==> src/rtl/ahb_arbiter_if.sv <==
// ahb_arbiter_if: one AHB-Lite master-side bundle (address phase, write data,
// and the slave returns). The arbiter sees each master through the slave
// modport and drives the shared bus through the master modport.
interface ahb_arbiter_if;
  logic [1:0]  htrans;
  logic [31:0] haddr;
  logic        hwrite;
  logic [2:0]  hsize;
  logic [2:0]  hburst;
  logic [3:0]  hprot;
  logic        hmastlock;
  logic [31:0] hwdata;
  logic        hready;
  logic        hresp;
  logic [31:0] hrdata;

  modport master (
    output htrans, haddr, hwrite, hsize, hburst, hprot, hmastlock, hwdata,
    input  hready, hresp, hrdata
  );

  modport slave (
    input  htrans, haddr, hwrite, hsize, hburst, hprot, hmastlock, hwdata,
    output hready, hresp, hrdata
  );
endinterface

==> src/rtl/ahb_arbiter.sv <==
// ahb_arbiter: two-master AHB-Lite arbiter (SPI loader vs. RISC-V core).
// The address phase comes from the registered address owner, the write data
// from the owner of the in-flight data phase. Ownership moves only when the
// owner is idle, unlocked and the bus is ready; core_rst pins it to SPI.
module ahb_arbiter (
  input  logic          clk,
  input  logic          reset,
  input  logic          core_rst,
  ahb_arbiter_if.slave  spi,
  ahb_arbiter_if.slave  core,
  ahb_arbiter_if.master bus,
  output logic          core_grant
);

  localparam logic [1:0] HTRANS_IDLE   = 2'b00;
  localparam logic [1:0] HTRANS_NONSEQ = 2'b10;

  typedef enum logic {
    OWN_SPI  = 1'b0,
    OWN_CORE = 1'b1
  } owner_e;

  owner_e      addr_owner_r;
  owner_e      addr_owner_next_s;
  owner_e      dp_owner_r;
  logic        dp_valid_r;
  logic [1:0]  owner_htrans_s;
  logic        owner_lock_s;
  logic [1:0]  other_htrans_s;
  logic        boundary_s;

  // A master that does not own the address phase is released only to finish
  // its own last data phase; otherwise it is ready only while idle.
  function automatic logic nonowner_ready(input logic [1:0] htrans,
                                          input logic       owns_dp,
                                          input logic       hready);
    logic rdy;
    if (owns_dp) begin
      rdy = hready;
    end else begin
      rdy = (htrans == HTRANS_IDLE);
    end
    return rdy;
  endfunction

  // Ownership register and data-phase tracking; everything holds on wait states.
  always_ff @(posedge clk or posedge reset) begin
    if (reset) begin
      addr_owner_r <= OWN_SPI;
      dp_owner_r   <= OWN_SPI;
      dp_valid_r   <= 1'b0;
    end else begin
      addr_owner_r <= addr_owner_next_s;
      if (bus.hready) begin
        dp_owner_r <= addr_owner_r;
        dp_valid_r <= bus.htrans[1];
      end else begin
        dp_owner_r <= dp_owner_r;
        dp_valid_r <= dp_valid_r;
      end
    end
  end

  // Next-owner decision: only at an idle, unlocked, ready boundary.
  always_comb begin
    owner_htrans_s    = spi.htrans;
    owner_lock_s      = spi.hmastlock;
    other_htrans_s    = core.htrans;
    addr_owner_next_s = addr_owner_r;
    if (addr_owner_r == OWN_CORE) begin
      owner_htrans_s = core.htrans;
      owner_lock_s   = core.hmastlock;
      other_htrans_s = spi.htrans;
    end else begin
      owner_htrans_s = spi.htrans;
      owner_lock_s   = spi.hmastlock;
      other_htrans_s = core.htrans;
    end
    boundary_s = bus.hready && (owner_htrans_s == HTRANS_IDLE) && !owner_lock_s;
    if (boundary_s) begin
      if (core_rst) begin
        addr_owner_next_s = OWN_SPI;
      end else if (other_htrans_s == HTRANS_NONSEQ) begin
        addr_owner_next_s = (addr_owner_r == OWN_CORE) ? OWN_SPI : OWN_CORE;
      end else begin
        addr_owner_next_s = addr_owner_r;
      end
    end else begin
      addr_owner_next_s = addr_owner_r;
    end
  end

  // Shared-bus address/control from the address owner, write data from the data-phase owner.
  always_comb begin
    bus.htrans    = spi.htrans;
    bus.haddr     = spi.haddr;
    bus.hwrite    = spi.hwrite;
    bus.hsize     = spi.hsize;
    bus.hburst    = spi.hburst;
    bus.hprot     = spi.hprot;
    bus.hmastlock = spi.hmastlock;
    bus.hwdata    = spi.hwdata;
    if (addr_owner_r == OWN_CORE) begin
      bus.htrans    = core.htrans;
      bus.haddr     = core.haddr;
      bus.hwrite    = core.hwrite;
      bus.hsize     = core.hsize;
      bus.hburst    = core.hburst;
      bus.hprot     = core.hprot;
      bus.hmastlock = core.hmastlock;
    end else begin
      bus.htrans    = spi.htrans;
      bus.haddr     = spi.haddr;
      bus.hwrite    = spi.hwrite;
      bus.hsize     = spi.hsize;
      bus.hburst    = spi.hburst;
      bus.hprot     = spi.hprot;
      bus.hmastlock = spi.hmastlock;
    end
    if (dp_owner_r == OWN_CORE) begin
      bus.hwdata = core.hwdata;
    end else begin
      bus.hwdata = spi.hwdata;
    end
  end

  // Ready and response routing back to each master.
  always_comb begin
    spi.hready  = 1'b0;
    core.hready = 1'b0;
    spi.hresp   = 1'b0;
    core.hresp  = 1'b0;
    if (addr_owner_r == OWN_CORE) begin
      core.hready = bus.hready;
      spi.hready  = nonowner_ready(spi.htrans, dp_valid_r && (dp_owner_r == OWN_SPI), bus.hready);
    end else begin
      spi.hready  = bus.hready;
      core.hready = nonowner_ready(core.htrans, dp_valid_r && (dp_owner_r == OWN_CORE), bus.hready);
    end
    if (dp_valid_r) begin
      if (dp_owner_r == OWN_CORE) begin
        core.hresp = bus.hresp;
      end else begin
        spi.hresp = bus.hresp;
      end
    end else begin
      spi.hresp  = 1'b0;
      core.hresp = 1'b0;
    end
  end

  assign spi.hrdata  = bus.hrdata;
  assign core.hrdata = bus.hrdata;
  assign core_grant  = (addr_owner_r == OWN_CORE);

endmodule

==> src/flat_wrapper.sv <==
// flat-port wrapper written by rule: the top's interface ports become plain ports
module ahb_arbiter_flat 
  (clk, reset, core_rst, core_grant, spi_htrans, spi_haddr, spi_hwrite, spi_hsize, spi_hburst, spi_hprot, spi_hmastlock, spi_hwdata, spi_hready, spi_hresp, spi_hrdata, core_htrans, core_haddr, core_hwrite, core_hsize, core_hburst, core_hprot, core_hmastlock, core_hwdata, core_hready, core_hresp, core_hrdata, bus_htrans, bus_haddr, bus_hwrite, bus_hsize, bus_hburst, bus_hprot, bus_hmastlock, bus_hwdata, bus_hready, bus_hresp, bus_hrdata);
  ahb_arbiter_if spi_i ();
  ahb_arbiter_if core_i ();
  ahb_arbiter_if bus_i ();
  input  logic clk;
  input  logic reset;
  input  logic core_rst;
  output logic core_grant;
  input wire logic [$bits(spi_i.htrans)-1:0] spi_htrans;
  input wire logic [$bits(spi_i.haddr)-1:0] spi_haddr;
  input wire logic [$bits(spi_i.hwrite)-1:0] spi_hwrite;
  input wire logic [$bits(spi_i.hsize)-1:0] spi_hsize;
  input wire logic [$bits(spi_i.hburst)-1:0] spi_hburst;
  input wire logic [$bits(spi_i.hprot)-1:0] spi_hprot;
  input wire logic [$bits(spi_i.hmastlock)-1:0] spi_hmastlock;
  input wire logic [$bits(spi_i.hwdata)-1:0] spi_hwdata;
  output wire logic [$bits(spi_i.hready)-1:0] spi_hready;
  output wire logic [$bits(spi_i.hresp)-1:0] spi_hresp;
  output wire logic [$bits(spi_i.hrdata)-1:0] spi_hrdata;
  input wire logic [$bits(core_i.htrans)-1:0] core_htrans;
  input wire logic [$bits(core_i.haddr)-1:0] core_haddr;
  input wire logic [$bits(core_i.hwrite)-1:0] core_hwrite;
  input wire logic [$bits(core_i.hsize)-1:0] core_hsize;
  input wire logic [$bits(core_i.hburst)-1:0] core_hburst;
  input wire logic [$bits(core_i.hprot)-1:0] core_hprot;
  input wire logic [$bits(core_i.hmastlock)-1:0] core_hmastlock;
  input wire logic [$bits(core_i.hwdata)-1:0] core_hwdata;
  output wire logic [$bits(core_i.hready)-1:0] core_hready;
  output wire logic [$bits(core_i.hresp)-1:0] core_hresp;
  output wire logic [$bits(core_i.hrdata)-1:0] core_hrdata;
  output wire logic [$bits(bus_i.htrans)-1:0] bus_htrans;
  output wire logic [$bits(bus_i.haddr)-1:0] bus_haddr;
  output wire logic [$bits(bus_i.hwrite)-1:0] bus_hwrite;
  output wire logic [$bits(bus_i.hsize)-1:0] bus_hsize;
  output wire logic [$bits(bus_i.hburst)-1:0] bus_hburst;
  output wire logic [$bits(bus_i.hprot)-1:0] bus_hprot;
  output wire logic [$bits(bus_i.hmastlock)-1:0] bus_hmastlock;
  output wire logic [$bits(bus_i.hwdata)-1:0] bus_hwdata;
  input wire logic [$bits(bus_i.hready)-1:0] bus_hready;
  input wire logic [$bits(bus_i.hresp)-1:0] bus_hresp;
  input wire logic [$bits(bus_i.hrdata)-1:0] bus_hrdata;
  assign spi_i.htrans = spi_htrans;
  assign spi_i.haddr = spi_haddr;
  assign spi_i.hwrite = spi_hwrite;
  assign spi_i.hsize = spi_hsize;
  assign spi_i.hburst = spi_hburst;
  assign spi_i.hprot = spi_hprot;
  assign spi_i.hmastlock = spi_hmastlock;
  assign spi_i.hwdata = spi_hwdata;
  assign spi_hready = spi_i.hready;
  assign spi_hresp = spi_i.hresp;
  assign spi_hrdata = spi_i.hrdata;
  assign core_i.htrans = core_htrans;
  assign core_i.haddr = core_haddr;
  assign core_i.hwrite = core_hwrite;
  assign core_i.hsize = core_hsize;
  assign core_i.hburst = core_hburst;
  assign core_i.hprot = core_hprot;
  assign core_i.hmastlock = core_hmastlock;
  assign core_i.hwdata = core_hwdata;
  assign core_hready = core_i.hready;
  assign core_hresp = core_i.hresp;
  assign core_hrdata = core_i.hrdata;
  assign bus_htrans = bus_i.htrans;
  assign bus_haddr = bus_i.haddr;
  assign bus_hwrite = bus_i.hwrite;
  assign bus_hsize = bus_i.hsize;
  assign bus_hburst = bus_i.hburst;
  assign bus_hprot = bus_i.hprot;
  assign bus_hmastlock = bus_i.hmastlock;
  assign bus_hwdata = bus_i.hwdata;
  assign bus_i.hready = bus_hready;
  assign bus_i.hresp = bus_hresp;
  assign bus_i.hrdata = bus_hrdata;
  ahb_arbiter u_core (.clk(clk), .reset(reset), .core_rst(core_rst), .spi(spi_i), .core(core_i), .bus(bus_i), .core_grant(core_grant));
endmodule
==> config.mk <==
export PLATFORM = sky130hd
export DESIGN_NAME = ahb_arbiter_flat
export DESIGN_NICKNAME = d
export VERILOG_FILES = /design/src/rtl/ahb_arbiter_if.sv /design/src/rtl/ahb_arbiter.sv /design/src/flat_wrapper.sv
export SDC_FILE = /design/constraint.sdc
export NUM_CORES = 1
export LEC_CHECK = 0
export CAP_MARGIN = 5
export CORE_AREA = 5 5 130 132
export CTS_CLUSTER_DIAMETER = 50
export CTS_CLUSTER_SIZE = 24
export DETAILED_ROUTE_END_ITERATION = 8
export DIE_AREA = 0 0 135 137
export PLACE_DENSITY = 0.54
export SYNTH_ARGS = -nofsm -noshare
export SYNTH_HDL_FRONTEND = slang
export SYNTH_SLANG_ARGS = --single-unit
==> constraint.sdc <==
create_clock -name clk -period 2.84 [get_ports clk]
set_clock_uncertainty 0.05 [all_clocks]
set_input_delay 0.284 -clock clk [delete_from_list [all_inputs] [get_ports clk]]
set_output_delay 0.284 -clock clk [all_outputs]
set_load 0.05 [all_outputs]
; ---- Word-level counts from Yosys, hierarchy flattened
; Cells that the tools add are included.
[totals]
inputBits = 193
ff_bits = 3
output_inout_bits = 147
[classes]
n_reduce_logical = 10
eq_ne = 1
n_bitwise = 1
muxes = 20
[ops]
columns = operator, count
row1 = 32-bit two-way mux, 2
row2 = 1-bit two-way mux, 13
row3 = 2-bit logical NOT, 3
row4 = 3-bit two-way mux, 2
row5 = 1-bit logical AND, 4
row6 = 2-bit two-way mux, 2
row7 = 4-bit two-way mux, 1
row8 = 2-bit == test (second input constant), 1
row9 = 2-bit AND reduction, 1
row10 = 2-bit nonzero test, 1
row11 = 1-bit logical NOT, 1
row12 = 1-bit inverter, 1

; ---- Logic depth before layout (Yosys ltp)
; Gate-level depths: netlist (run 1).
[depth]
ltp_word = 5
mapped_depth = 4
depth_no_buf = 3

; ---- Least setup slack after synthesis (run 1)
; Ideal clock, no wire load.
[synth_path]
path_kind = register -> output
startpoint = register u_core.addr_owner_r (netlist: u_core.core_grant)
endpoint = output bus_htrans[0]
arrival_ps = 2012
stages_incl_launch_ff = 4
path_slack_ps = 494
cell_sequence = dfrtp_1 -> buf_6 -> buf_6 -> o21ai_0
[synth_between]
elab_chain_cells = 1
[synth_lines]
columns = item, line_no
row1 = "start, declared", ahb_arbiter.sv:23  ; owner_e addr_owner_r;
row2 = "start signal, assigned", ahb_arbiter.sv:53  ; addr_owner_r <= addr_owner_next_s;
row3 = 2-bit two-way mux, ahb_arbiter.sv:103  ; if (addr_owner_r == OWN_CORE) begin
row4 = "end, declared", flat_wrapper.sv:33  ; output wire logic [$bits(bus_i.htrans)-1:0] bus_htrans;
; Every way passes these cells.

; ---- Worst setup path in the final report (run 1)
[layout_path]
startpoint = register u_core.addr_owner_r (netlist: u_core.core_grant)
endpoint = output bus_haddr[31]
[layout_between]
elab_chain_cells = 1
[layout_lines]
columns = item, line_no
row1 = 32-bit two-way mux, ahb_arbiter.sv:103
row2 = "end, declared", flat_wrapper.sv:34  ; output wire logic [$bits(bus_i.haddr)-1:0] bus_haddr;
; Every way passes these cells.

==> metrics, run 1 <==
Max Fclk 0.424 GHz; clock latency on the worst-skew pair 0.22 ns; CP Max Fanout 18; global-route wire length before repair 12.4 mm; Max-Cap Viols 0; most used routing layer met2; post-DP HPWL 8.30 mm; Hold-fix buffers, CTS 0; GRT met2 Usage 17.1%; DRT antenna net count 0; CTS Sinks 3; row cnt 46; CTS tree built; cts repair resizes 0; peak supply drop 0.188 mV; largest net degree at the start of global routing 32; Top Ports 340; Synth Instances 176; Hold Path Class input pin to asynchronous set/reset pin; total CTS buffers 3; Reg-to-Reg End u_core.dp_owner_r; Core Footprint 15,600 sq um; GRT Util Overall 8.76%; crit path launch type flop; drt wl/cell 16.3 microns; syn nets 369; share of the synthesized area in the top cell type 52.9%; met1 Usage GRT 8.91%; post-synthesis average cell area 9.55 sq um; setup violators final 0; largest area contributor in the synthesized netlist mux2_2; Die Area 18,500 sq um; vias after detailed routing 1,900; antenna cells 0; Pre-antenna DRT Iters 2; worst slew pin tran 0.540 ns; Worst Path Arrival 2.02 ns; fraction of layout cells with a size suffix above 1 35.5%; CP Capture Type primary output; fin worst setup slack 0.483 ns; Synth Register Bits 3; post-synthesis sequential area ratio 4.47%; Synth cell types 17; R2R depth 2; # fillers 1,692; fin nets 546; Fin Setup TNS 0 ns; worst reg2reg startpoint u_core.dp_owner_r; outcome complete, no violations; Final Max Slew Viols 0; Pwr Density 539 nW/um^2; die extent in y 137 microns; CTS clk-pin slew, worst paths 0.03 ns; number of global-route vias before repair 2,131; Required @ worst endpoint 2.51 ns; RSZ-0062 raised after global routing false; P_leak 1.44 nW; Fin. Hold Viols 0; synthesized area 1680 sq um; clk buf depth 2; Post-CTS Setup Bufs 0; Worst Setup Path Type flop to primary output; met3 Use GR 3.49%; H-tree depth 1; Root Buffer clkbuf_16; Overflow after GRT 0; Placement Setup Slack 0.633 ns; Starting Density 10.8%; number of vias per cell 3.35; initial antenna violation count 1; synth warn 0; DRC 0; R2R Setup Slk 1.61 ns; gpl congestion 0.730; Tcrit/Tclk final 83.0%; Synth area leaders mux2_2, buf_4, buf_6; min cycle time layout 2.36 ns; final wirelength 9.24 mm; port bufs 243; Max-Slew Margin vs Limit 63.9%; DR iter-0 viols 17; Layout area overhead 129%; Die Width 135 microns
## registers in the layout, summed over array words and instances (netlist names)
name / flops
u_core.dp_valid_r: 1
u_core.core_grant: 1
u_core.dp_owner_r: 1
## metrics by stage
stage | cells | util [%] | power, mW | hold slack (ns) | instance area [sq um]
final | 568 | 24.7 | 2.08 | 0.212 | 3850
after global routing | 568 | 24.7 | 2.16 | 0.239 | 3850
after CTS | 568 | 24.7 | 2.11 | 0.226 | 3850
after detailed placement | 564 | 24.2 | 1.87 | 0.452 | 3770
after global placement | 564 | 24.2 | 1.86 | 0.427 | 3770
after floorplan | 176 | - | 1.49 | -0.0124 | 1680
## final cells by class
| cell class | instances | area (sq um) | share of cell area [%] |
|---|---|---|---|
| repair buffers | 246 | 2410 | 62.7 |
| multi-input cells | 96 | 1000 | 26.0 |
| flip-flops and latches | 3 | 76.3 | 1.98 |
| inverters | 3 | 11.3 | 0.292 |
| clock buffers | 4 | 78.8 | 2.05 |
| well taps | 216 | 270 | 7.02 |
## logic make-up after synthesis
logic type	share of synthesized area (%)
multiplexers	53.8
buffers and inverters	36.0
AND/OR/NAND/NOR	3.35
AO/OA/AOI/OAI	2.31
flip-flops	4.47
## where the power goes
| group | total, mW | switching [mW] | internal [mW] |
|---|---|---|---|
| Clock | 0.223 | 0.0381 | 0.185 |
| Sequential | 0.0772 | 0.0249 | 0.0522 |
| Combinational | 1.78 | 1.02 | 0.756 |
## synthesized netlist by cell type, drive strengths merged
library cell,count
a21oi,2
and3,1
buf,74
dfrtp,3
inv,3
mux2,80
nand2,3
nand3,1
nand4bb,1
nor2,3
nor4,1
o21ai,3
o32a,1
## cells in the final DEF (no fill, tap or decap), types with 2 or more instances in the layout
cell / n
buf_12: 4
nor2_1: 3
clkbuf_16: 3
dfrtp_1: 2
a21oi_1: 2
nand2_1: 3
mux2_2: 79
buf_4: 35
o21ai_0: 2
inv_1: 3
clkdlybuf4s50_1: 207
## worst max-delay path, cell delays in order, from the launching register on
cell and delay [ns]:
dfrtp_2 0.43, buf_4 0.28, mux2_2 0.37, clkdlybuf4s50_1 0.71
## worst max path at each step
stage	startpoint	end	slack, ns
global placement	core_hmastlock	bus_hmastlock	0.61
finish	u_core.core_grant	bus_haddr[31]	0.48
floorplan	u_core.core_grant	bus_htrans[0]	0.49
CTS	u_core.core_grant	bus_haddr[25]	0.45
global route	u_core.core_grant	bus_haddr[28]	0.42
detailed placement	core_hmastlock	bus_hmastlock	0.63
## per-layer routing
metal	vias to the layer above	wire [microns]
met5	-	12
met4	2	87
met3	17	1250
met2	153	4660
met1	831	3230
li1	897	-
Power figures use the tool's default switching activity.
==> run 2, diff against run 1 <==
Settings changed: CORE_AREA 5 5 130 132 to 5 5 129 131, DIE_AREA 0 0 135 137 to 0 0 134 136, PLACE_DENSITY 0.54 to 0.57.
Clock period 2.84 ns to 1.9 ns, I/O delays scaled along.
==> metrics, run 2 (synthesized netlist as in run 1, its figures left out) <==
outcome complete, no violations; clock latency on the worst-skew pair 0.23 ns (about the same); Critical Path End bus_haddr[10]; RSZ-0062 raised after global routing false; Die Width 134 microns (-0.74%); clk buf depth 2 (unchanged); DRC 0 (unchanged); Worst Setup Path Type flop to primary output; Max Fclk 0.555 GHz; Hold Path Class input pin to asynchronous set/reset pin; post-DP HPWL 8.04 mm (-3.2%); fraction of layout cells with a size suffix above 1 48.6% (+13 points); most frequent cells in the layout clkdlybuf4s50_1, mux2_2, buf_4; cts repair resizes 0 (unchanged); Overflow after GRT 0 (unchanged); CP startpoint u_core.core_grant; global-route wire length before repair 12.7 mm (+2.1%); Reg-to-Reg End u_core.dp_valid_r; R2R Setup Slk 0.42 ns (-1.19 ns); fin nets 546 (unchanged); Post-CTS Setup Bufs 0 (unchanged); Tcrit/Tclk final 94.8%; antenna cells 0 (unchanged); Cells after DPL 540 (-4.3%); crit path launch type flop; Layout area overhead 140%; worst reg2reg startpoint u_core.core_grant; Core Footprint 15,500 sq um (-0.74%); final wirelength 8.92 mm (-3.5%); Final Max Slew Viols 0 (unchanged); R2R depth 4 (+2); gpl congestion 0.825 (+13%); P_leak 1.60 nW (+11%); Hold-fix buffers, CTS 0 (unchanged); CP Capture Type primary output; Pwr Density 831 nW/um^2 (+54%); H-tree depth 1 (unchanged); Fin Setup TNS 0 ns (unchanged); drt wl/cell 16.4 microns (+0.74%); setup violators final 0 (unchanged); DRT antenna net count 0 (unchanged); peak supply drop 0.256 mV (+36%); Pre-antenna DRT Iters 4 (+2); Required @ worst endpoint 1.66 ns (-0.85 ns); total CTS buffers 3 (unchanged); Starting Density 10.9% (+0.080 points); Top Ports 340 (unchanged); Post-Route Utilization 26.0% (+1.3 points); Final Non-Filler Cells 544 (-4.2%); placed cell area 3950 sq um (+4.8%); row cnt 46 (unchanged); CTS Sinks 3 (unchanged); vias after detailed routing 1,939 (+2.1%); most common cell after layout, fill and taps aside clkdlybuf4s50_1; CP Max Fanout 50 (+32); largest net degree at the start of global routing 51 (+59%); hold slack 0.128 ns (-0.0839 ns); CTS clk-pin slew, worst paths 0.03 ns (about the same); Fin. Hold Viols 0 (unchanged); Root Buffer clkbuf_16; Max-Slew Margin vs Limit 66.8% (+3.0 points); worst slew pin tran 0.496 ns (-0.0443 ns); post-route design area 4030 sq um (+4.7%); CTS tree built; initial antenna violation count 0 (-1); GRT Util Overall 8.93% (+0.17 points); number of global-route vias before repair 2,223 (+4.3%); Die Area 18,200 sq um (-1.5%); number of vias per cell 3.56 (+6.6%); die extent in y 136 microns (-0.73%); Max-Cap Viols 0 (unchanged); min cycle time layout 1.80 ns; port bufs 243 (unchanged); DR iter-0 viols 22 (+5); Worst Path Arrival 1.56 ns (-0.46 ns); # fillers 1,635 (-3.4%)
==> run 2: cell types whose count changed in the layout (fill, tap and decap cells not counted), sizes merged <==
| cell | delta |
|---|---|
| clkdlybuf4s50 | -46 |
| buf | +46 |
==> run 2: report_power, final <==
group | internal [mW] | total, mW | switching (mW)
combinational | 1.32 | 2.91 | 1.59
sequential | 0.0784 | 0.0981 | 0.0197
clock | 0.277 | 0.339 | 0.0616
total | 1.68 | 3.35 | 1.67
==> run 2: worst max-delay path: stages, from the launching register on <==
cell and delay (ns):
dfrtp_2 0.42, buf_12 0.27, mux2_2 0.40, buf_4 0.20
==> run 2: worst min path at each step <==
stage,slack [ns],to,cells past startpoint,startpoint
after floorplan,-0.11,u_core.core_grant,1,reset
after global placement,0.33,core_hrdata[9],0,bus_hrdata[9]
after detailed placement,0.33,core_hrdata[9],0,bus_hrdata[9]
after CTS,0.14,u_core.dp_valid_r,2,reset
after global routing,0.16,u_core.dp_valid_r,2,reset
final,0.13,u_core.dp_valid_r,2,reset
==> run 2: metal layers <==
layer / GRT usage [%] / share of wire [%]
met1: 8.86 / 34
met2: 17.2 / 52
met3: 2.63 / 12
met4: 3.89 / 2.5
met5: 0 / 0
==> run 2: through the flow <==
stage	worst slack [ns]	total power, mW
floorplan	0.0316	2.22
global placement	0.358	3.03
detailed placement	0.332	3.03
CTS	0.0896	3.39
global route	0.0521	3.48
finish	0.0981	3.35
==> run 2: cell type report <==
| class | count | area (sq um) | share of cell area, % |
|---|---|---|---|
| clock buffers | 4 | 78.8 | 1.96 |
| inverters | 3 | 11.3 | 0.279 |
| multi-input cells | 96 | 1000 | 24.8 |
| flip-flops and latches | 3 | 76.3 | 1.89 |
| well taps | 192 | 240 | 5.96 |
| repair buffers | 246 | 2630 | 65.1 |
